### src/rtl/attn_pkg.sv
// attn_pkg -- shared definitions for the attention datapath Transpose family.
//   cnt_w()     : counter width for a count of n items (never narrower than 1 bit)
//   ROW_W/COL_W : counter widths for the default ROW_IN x COL_IN tile
//   elem_lsb()  : LSB position of element idx inside a packed vector of
//                 width-bit elements (element 0 in the least significant slot)
package attn_pkg;

  localparam int DATA_WIDTH_DFLT = 16;
  localparam int ROW_IN_DFLT     = 8;
  localparam int COL_IN_DFLT     = 4;

  function automatic int cnt_w(input int n);
    return (n > 1) ? $clog2(n) : 1;
  endfunction

  localparam int ROW_W = cnt_w(ROW_IN_DFLT);
  localparam int COL_W = cnt_w(COL_IN_DFLT);

  function automatic int elem_lsb(input int idx, input int width);
    return idx * width;
  endfunction

endpackage

### src/rtl/stream_transpose_bank.sv
// transpose_bank -- one ROW_IN x COL_IN element store for stream_transpose.
//   clk, rst_n : clock, asynchronous active-low reset (contents cleared to 0)
//   we, wr_row, wr_data : write one whole input row (COL_IN elements)
//   rd_col, rd_data     : read one whole column (ROW_IN elements), combinational
//                         from the storage registers; element r of rd_data is
//                         row r at column rd_col
module transpose_bank
  import attn_pkg::*;
#(
  parameter int DATA_WIDTH = DATA_WIDTH_DFLT,
  parameter int ROW_IN     = ROW_IN_DFLT,
  parameter int COL_IN     = COL_IN_DFLT,
  parameter int ROW_CW     = cnt_w(ROW_IN),
  parameter int COL_CW     = cnt_w(COL_IN)
) (
  input  logic                         clk,
  input  logic                         rst_n,
  input  logic                         we,
  input  logic [ROW_CW-1:0]            wr_row,
  input  logic [DATA_WIDTH*COL_IN-1:0] wr_data,
  input  logic [COL_CW-1:0]            rd_col,
  output logic [DATA_WIDTH*ROW_IN-1:0] rd_data
);

  genvar gi;
  generate
    for (gi = 0; gi < ROW_IN; gi++) begin : g_row
      logic [DATA_WIDTH*COL_IN-1:0] row_reg;
      logic [DATA_WIDTH-1:0]        col_sel;

      always_ff @(posedge clk or negedge rst_n) begin
        if (!rst_n) begin
          row_reg <= '0;
        end else if (we && (wr_row == ROW_CW'(gi))) begin
          row_reg <= wr_data;
        end
      end

      // Explicit compare-mux keeps every slice in range even when COL_IN
      // is not a power of two.
      always_comb begin
        col_sel = '0;
        for (int c = 0; c < COL_IN; c++) begin
          if (rd_col == COL_CW'(c)) begin
            col_sel = row_reg[elem_lsb(c, DATA_WIDTH) +: DATA_WIDTH];
          end
        end
      end

      assign rd_data[elem_lsb(gi, DATA_WIDTH) +: DATA_WIDTH] = col_sel;
    end
  endgenerate

endmodule

### src/rtl/stream_transpose.sv
// stream_transpose -- double-buffered streaming matrix transpose.
// Takes a ROW_IN x COL_IN matrix one row per beat and emits its transpose one
// input column per beat. Two ping-pong banks let the next matrix load while
// the current one drains.
//   clk, rst_n          : clock, asynchronous active-low reset
//   clear               : synchronous abort of all buffered / partial matrices
//   in_valid/in_ready   : input row handshake, in_data = one row (element j at j*DATA_WIDTH)
//   out_valid/out_ready : output row handshake, out_data = one column (element r at r*DATA_WIDTH)
//   out_last            : marks the final column of each matrix
module stream_transpose
  import attn_pkg::*;
#(
  parameter int DATA_WIDTH = DATA_WIDTH_DFLT,
  parameter int ROW_IN     = ROW_IN_DFLT,
  parameter int COL_IN     = COL_IN_DFLT
) (
  input  logic                         clk,
  input  logic                         rst_n,
  input  logic                         clear,
  input  logic                         in_valid,
  output logic                         in_ready,
  input  logic [DATA_WIDTH*COL_IN-1:0] in_data,
  output logic                         out_valid,
  input  logic                         out_ready,
  output logic [DATA_WIDTH*ROW_IN-1:0] out_data,
  output logic                         out_last
);

  localparam int ROW_CW = cnt_w(ROW_IN);
  localparam int COL_CW = cnt_w(COL_IN);

  logic              wr_bank_reg, wr_bank_next;
  logic              rd_bank_reg, rd_bank_next;
  logic [ROW_CW-1:0] wr_row_reg,  wr_row_next;
  logic [COL_CW-1:0] rd_col_reg,  rd_col_next;
  logic [1:0]        full_reg,    full_next;

  logic in_fire;
  logic out_fire;

  logic [DATA_WIDTH*ROW_IN-1:0] bank_rd_data [2];

  // Ready/valid come only from registered flags, so there is no path from
  // in_* to out_* nor from out_ready to in_ready.
  assign in_ready  = !full_reg[wr_bank_reg];
  assign out_valid = full_reg[rd_bank_reg];
  assign out_last  = out_valid && (rd_col_reg == COL_CW'(COL_IN - 1));
  assign out_data  = bank_rd_data[rd_bank_reg];

  // clear wins over both handshakes: a beat offered alongside it is dropped.
  assign in_fire  = in_valid && in_ready && !clear;
  assign out_fire = out_valid && out_ready && !clear;

  always_comb begin
    wr_bank_next = wr_bank_reg;
    rd_bank_next = rd_bank_reg;
    wr_row_next  = wr_row_reg;
    rd_col_next  = rd_col_reg;
    full_next    = full_reg;

    if (in_fire) begin
      if (wr_row_reg == ROW_CW'(ROW_IN - 1)) begin
        wr_row_next            = '0;
        full_next[wr_bank_reg] = 1'b1;
        wr_bank_next           = !wr_bank_reg;
      end else begin
        wr_row_next = wr_row_reg + ROW_CW'(1);
      end
    end

    // A fill completes only into an empty bank and a drain only frees a full
    // one, so the two updates above and below never touch the same flag.
    if (out_fire) begin
      if (out_last) begin
        rd_col_next            = '0;
        full_next[rd_bank_reg] = 1'b0;
        rd_bank_next           = !rd_bank_reg;
      end else begin
        rd_col_next = rd_col_reg + COL_CW'(1);
      end
    end

    if (clear) begin
      wr_bank_next = 1'b0;
      rd_bank_next = 1'b0;
      wr_row_next  = '0;
      rd_col_next  = '0;
      full_next    = '0;
    end
  end

  always_ff @(posedge clk or negedge rst_n) begin
    if (!rst_n) begin
      wr_bank_reg <= 1'b0;
      rd_bank_reg <= 1'b0;
      wr_row_reg  <= '0;
      rd_col_reg  <= '0;
      full_reg    <= '0;
    end else begin
      wr_bank_reg <= wr_bank_next;
      rd_bank_reg <= rd_bank_next;
      wr_row_reg  <= wr_row_next;
      rd_col_reg  <= rd_col_next;
      full_reg    <= full_next;
    end
  end

  genvar gi;
  generate
    for (gi = 0; gi < 2; gi++) begin : g_bank
      transpose_bank #(
        .DATA_WIDTH (DATA_WIDTH),
        .ROW_IN     (ROW_IN),
        .COL_IN     (COL_IN),
        .ROW_CW     (ROW_CW),
        .COL_CW     (COL_CW)
      ) u_bank (
        .clk     (clk),
        .rst_n   (rst_n),
        .we      (in_fire && (wr_bank_reg == 1'(gi))),
        .wr_row  (wr_row_reg),
        .wr_data (in_data),
        .rd_col  (rd_col_reg),
        .rd_data (bank_rd_data[gi])
      );
    end
  endgenerate

endmodule

### config.mk
export PLATFORM = sky130hd
export DESIGN_NAME = stream_transpose
export DESIGN_NICKNAME = d
export VERILOG_FILES = /design/src/rtl/attn_pkg.sv /design/src/rtl/stream_transpose_bank.sv /design/src/rtl/stream_transpose.sv
export SDC_FILE = /design/constraint.sdc
export NUM_CORES = 1
export LEC_CHECK = 0
export BUFFER_PORTS_ARGS = -buffer_cell sky130_fd_sc_hd__buf_2
export CORE_ASPECT_RATIO = 1.5
export CORE_MARGIN = 5
export CORE_UTILIZATION = 43
export CTS_CLUSTER_DIAMETER = 100
export DETAILED_ROUTE_END_ITERATION = 16
export PLACE_DENSITY_LB_ADDON = 0.12
export SLEW_MARGIN = 25
export SYNTH_ARGS = -nofsm -noshare
export SYNTH_HDL_FRONTEND = slang
export SYNTH_SLANG_ARGS = --single-unit
### constraint.sdc
create_clock -name clk -period 2.75 [get_ports clk]
set_input_delay 0.4125 -clock clk [delete_from_list [all_inputs] [get_ports clk]]
set_output_delay 0.4125 -clock clk [all_outputs]
set_load 0.05 [all_outputs]
## Word-level counts from Yosys, hierarchy flattened

Cells that the tools add are included.

- Add/subtract/negate cells: 2
- $lt $le $gt $ge: 5
- Eq/ne operators: 10
- Muxes and demuxes: 92
- Bitwise operators: 5
- Reductions and logical operators: 37

Operator list:

| operator | number |
|---|---|
| 16-bit 2-to-1 mux | 64 |
| 128-bit 2-to-1 mux | 3 |
| 1-bit logical AND | 25 |
| 2-bit 2-to-1 mux | 8 |
| 3-bit equality test, second input constant | 4 |
| 1-bit 2-to-1 mux | 12 |
| 3-bit 2-to-1 mux | 3 |
| 2-bit nonzero test | 4 |
| 3-bit by 2-bit equality test with 1-bit output, second input constant | 2 |
| 2-bit equality test, second input constant | 2 |
| 1-bit logical NOT | 4 |
| 1-bit by 2-bit less-than comparator with 1-bit output, second input constant | 2 |
| 2-bit AND reduction | 2 |
| 3-bit by 1-bit adder with 3-bit output, second input constant | 1 |
| 3-bit by 1-bit equality test with 1-bit output, second input constant | 1 |
| 3-bit logical NOT | 1 |
| 2-bit by 1-bit adder with 2-bit output, second input constant | 1 |
| 2-bit bitwise AND | 1 |
| 1-bit demux with 1-bit select | 2 |
| 2-bit by 1-bit equality test with 1-bit output, second input constant | 1 |
| 1-bit greater-or-equal comparator, second input constant | 2 |
| 2-bit greater-or-equal comparator, second input constant | 1 |
| 2-bit logical NOT | 1 |
| 1-bit inverter with 2-bit output | 1 |
| 3 further kinds | 3 |

- Bits in registers: 1033
- Input port bits: 69
- Output and inout bits: 131
- Logic and storage cells: 172

## Depth between registers and ports, before layout

- Depth in word-level cells: 11
- Depth in mapped cells: 9
- Depth with buffers taken out: 6

## Cells and area by module

Synthesis repeated with hierarchy kept, for this count alone.

- Cell total of the unflattened synthesis: 2678
- Area total of the unflattened synthesis: 47892.2 um^2

Modules (own cells, without submodules):

| module | instances | cells each | area an instance (um^2) | sequential area each (um^2) |
|---|---|---|---|---|
| transpose_bank | 2 | 1243 | 22934.5 | 12812.3 |
| stream_transpose | 1 | 192 | 2023.2 | 225.2 |

## Worst setup path after synthesis

Ideal clock, no wire load.

- Path type: flip-flop to output port
- Start point: reg rd_col_reg[1]
- End point: out out_data[126]
- Arrival time: 2704 ps
- Data required time: 2338 ps
- Setup slack: -367 ps
- Stages on the path, launching flop included: 8
- Path buffers: 3
- Cells stage by stage: dfrtp_1 inv_1 ha_1 buf_2 clkbuf_1 buf_2 a211oi_1 o32ai_1

- Cells in the longest elaborated chain, start to end: 8
- Elaborated cells on any way between the ends: 15
- Those cells by class: eq/ne: 3; mux: 11; reduce/logical: 1

RTL lines:

| element | line | text |
|---|---|---|
| start: declaration | stream_transpose.sv:35 | `logic [COL_CW-1:0] rd_col_reg, rd_col_next;` |
| start signal: assignment | stream_transpose.sv:103 | `rd_col_reg <= rd_col_next;` |
| 2-bit logical NOT | stream_transpose_bank.sv:44 | `if (rd_col == COL_CW'(c)) begin` |
| 16-bit 2-to-1 mux (4 in series) | stream_transpose_bank.sv:44 |  |
| 128-bit 2-to-1 mux (implied by the code) (*) (3 in series) | stream_transpose.sv:48 | `assign out_data = bank_rd_data[rd_bank_reg];` |
| end: declaration | stream_transpose.sv:25 | `output logic [DATA_WIDTH*ROW_IN-1:0] out_data,` |

Mark *: on every way between the ends. The rest lies on a longest branch, timed or not. The select of a mux whose other input is x is not followed.

## Worst setup path in the final report

- Start point: reg rd_col_reg[1]
- End point: out out_data[14]

Same word-level chain as after synthesis.

==> run metrics <==
status finished with violations; failing checks setup timing; antenna-violating nets left 0; Critical Path Sink Type output pin; FF+latch count, synth 1033; FP Rows 151; vias in the first global route 35800; Net Sw Frac between 20% and 30%; CTS Buffer Depth 3; final setup vio count 129; Placed Cells 5518; TritonCTS Buffers about 110; share of cells above drive strength 1 42.2%; Overflow after GRT 0; combinational share of power 17.1%; most common cell after layout, fill and taps aside dfrtp_1; initial drt markers 2658; routed len/inst 29.5 um; leakage power ~27 nW; Initial Utilization about 43%; global-route wire length before repair 248 mm; post-synth top area share 53.1%; Clock Power Share between 30 and 40%; part of the power in registers 44.2%; Buf+Inv Stages, Crit Path 4; Max stage delay cell, worst path a221o_2; Die Wd 285 um; die area about 0.12 mm^2; clock-pin slew on the worst setup and hold paths ~0.060 ns; final net count around 4300; dpl ws -0.0406 ns; Total GRT Usage 27.5%; sequential fraction of the synthesis area 53.1%; PortBufs 199; Top Ports 200; clk root buf clkbuf_16; number of distinct library cells after synthesis 50; clk_skew 0.0218 ns; Fin. Hold Viols 0; peak supply drop around 0.56 mV; total power 39.6 mW; Final Cycle Share 121%; area leader, netlist dfrtp_1; initial antenna violation count 41; Mapped Cells 4031; startpoint types flop; NetSw 10.9 mW; max_slew headroom 28.5%; final wirelength 170 mm; # DRC 0; CP dominant cell by count buf_12; Layout Cells excl Fill 5786; Worst path top cell family by delay compound AO/OA/AOI/OAI gates; storage element area 0.0259 mm^2; most frequent cells in the layout dfrtp_1, mux2_2, nand2_1; CP arrival 2.91 ns; DP HPWL slightly above 100 mm; Ys Warns 0; syn_area_per_cell 12.1 um^2; Pint 28.7 mW; Crit path required time 2.34 ns; critical path peak fanout 7; Vias/cell 6.07; htree depth 3; Clock Sinks 1033; Vias 35100; CTS tree yes; Die H 422 um; PnR worst setup slack -0.576 ns; worst stage delay on the critical path 0.44 ns; Core Area 0.113 mm^2; Layout area overhead 23.0%; Final GP Congestion 0.800; layout filler cell count about 9700; FMAX roughly 300 MHz; max-cap violation count 0; Synth Cell Area 0.0487 mm^2; RSZ-0062 raised after global routing true; HP Class input pin to flop; top post-synthesis cells by area dfrtp_1, mux2_2, nand2_1; CP Cell Sequence ha_4, nand2b_4, buf_12, clkbuf_16, buf_8, o221ai_4, o31ai_1, a221o_2, buf_12; largest net degree at the start of global routing 94; Multi-input gate area 0.0221 mm^2; Final min period 3.33 ns; Max Slew Vio Count 0; hold slack ~0.13 ns; crit path kind flop to output pin; Mapped Nets around 4100; power density cells 662 mW/mm^2; Clock Latency Late Sink 0.71 ns; number of flip-flops in the largest register 1024; First-pass DRT Iterations 7; Worst Max-Slew Pin Slew 1.07 ns
power groups by stage:
| stage | Clock [mW] | Sequential [mW] | Combinational [mW] |
|---|---|---|---|
| after floorplan | 0 | 17.5 | 3.69 |
| final | 15.3 | 17.5 | 6.76 |
| after global placement | 0 | 17.7 | 6.58 |
| after global routing | 16.2 | 17.7 | 7.11 |
| after detailed placement | 0 | 17.8 | 6.64 |
| after CTS | 15.6 | 17.5 | 6.83 |
synthesized netlist by cell type, drive strengths merged:
| cell type | number |
|---|---|
| a211oi | 2 |
| a21o | 1 |
| a21oi | 133 |
| a221o | 126 |
| a22oi | 2 |
| a311oi | 2 |
| a31oi | 1 |
| a32oi | 1 |
| and2 | 1 |
| and2b | 3 |
| and3 | 2 |
| buf | 157 |
| clkbuf | 209 |
| dfrtp | 1033 |
| ha | 10 |
| inv | 6 |
| mux2 | 1025 |
| mux2i | 1 |
| nand2 | 391 |
| nand2b | 3 |
| nand3 | 9 |
| nand3b | 127 |
| nand4 | 3 |
| nand4b | 1 |
| nor2 | 261 |
| nor2b | 4 |
| nor3 | 126 |
| nor4 | 1 |
| o21ai | 129 |
| o221ai | 128 |
| o22ai | 1 |
| o31ai | 126 |
| o32ai | 2 |
| or2 | 1 |
| or3 | 1 |
| or3b | 1 |
| or4 | 1 |
routing by layer:
metal  global-route usage [%]  wire length (um)
met1                     35.8             70100
met2                     46.8             84200
met3                     4.33              9410
met4                     9.73              6570
met5                        0               189
worst min-delay path: stages:
cell	delay (ns)
buf_2	0.10
buf_4	0.17
a311oi_1	0.09
path summary, 6_finish.rpt:
kind / from / end / slack (ns) / cells after the start
worst max-delay path: rd_col_reg[1] / out_data[14] / -0.58 / 9
worst min-delay path: in_valid / wr_row_reg[2] / 0.13 / 3
worst max register to register: wr_row_reg[0] / g_bank[1].u_bank.g_row[2].row_reg[32] / 0.29 / 6
worst min register to register: g_bank[0].u_bank.g_row[4].row_reg[13] / g_bank[0].u_bank.g_row[4].row_reg[13] / 0.49 / 1
max in group asynchronous: rst_n / g_bank[0].u_bank.g_row[4].row_reg[60] / 1.47 / 4
min in group asynchronous: rst_n / g_bank[0].u_bank.g_row[1].row_reg[8] / 0.27 / 2
cell type report:
class | instances | share of cell area [%]
well taps | 1453 | 3.04
diodes | 11 | 0.0460
clock inverters | 38 | 0.813
flip-flops and latches | 1033 | 43.2
multi-input cells | 2627 | 36.9
inverters | 6 | 0.0627
repair buffers | 462 | 10.6
clock buffers | 156 | 5.32
metrics by stage:
stage | instance area (um^2) | utilization, % | TNS (ns)
finish | 59900 | 53.1 | -59.88
detailed placement | 53600 | 47.5 | -0.0622
floorplan | 48700 | - | 0
global route | 59800 | 53.1 | -71.67
CTS | 58800 | 52.2 | -64.18
global placement | 53600 | 47.5 | -0.0510
cells by family after synthesis:
group / count (synthesis) / share of synthesized area (%)
multiplexers: 1026 / 24.2
AO/OA/AOI/OAI: 654 / 9.72
flip-flops: 1033 / 53.1
adder cells (fa/ha/maj): 10 / 0.257
AND/OR/NAND/NOR: 936 / 8.88
buffers and inverters: 372 / 3.85
what timing repair did:
action | in CTS | in global routing
pin swaps | 62 | 59
cloned | 15 | 13
endpoints found under the setup margin | 129 | 129
gates resized for setup | 247 | 117
hold buffers | 3 | 0
endpoints found under the hold margin | 36 | 0
buffers inserted | 23 | 17
Note: power is estimated with default switching activity, not from simulation.
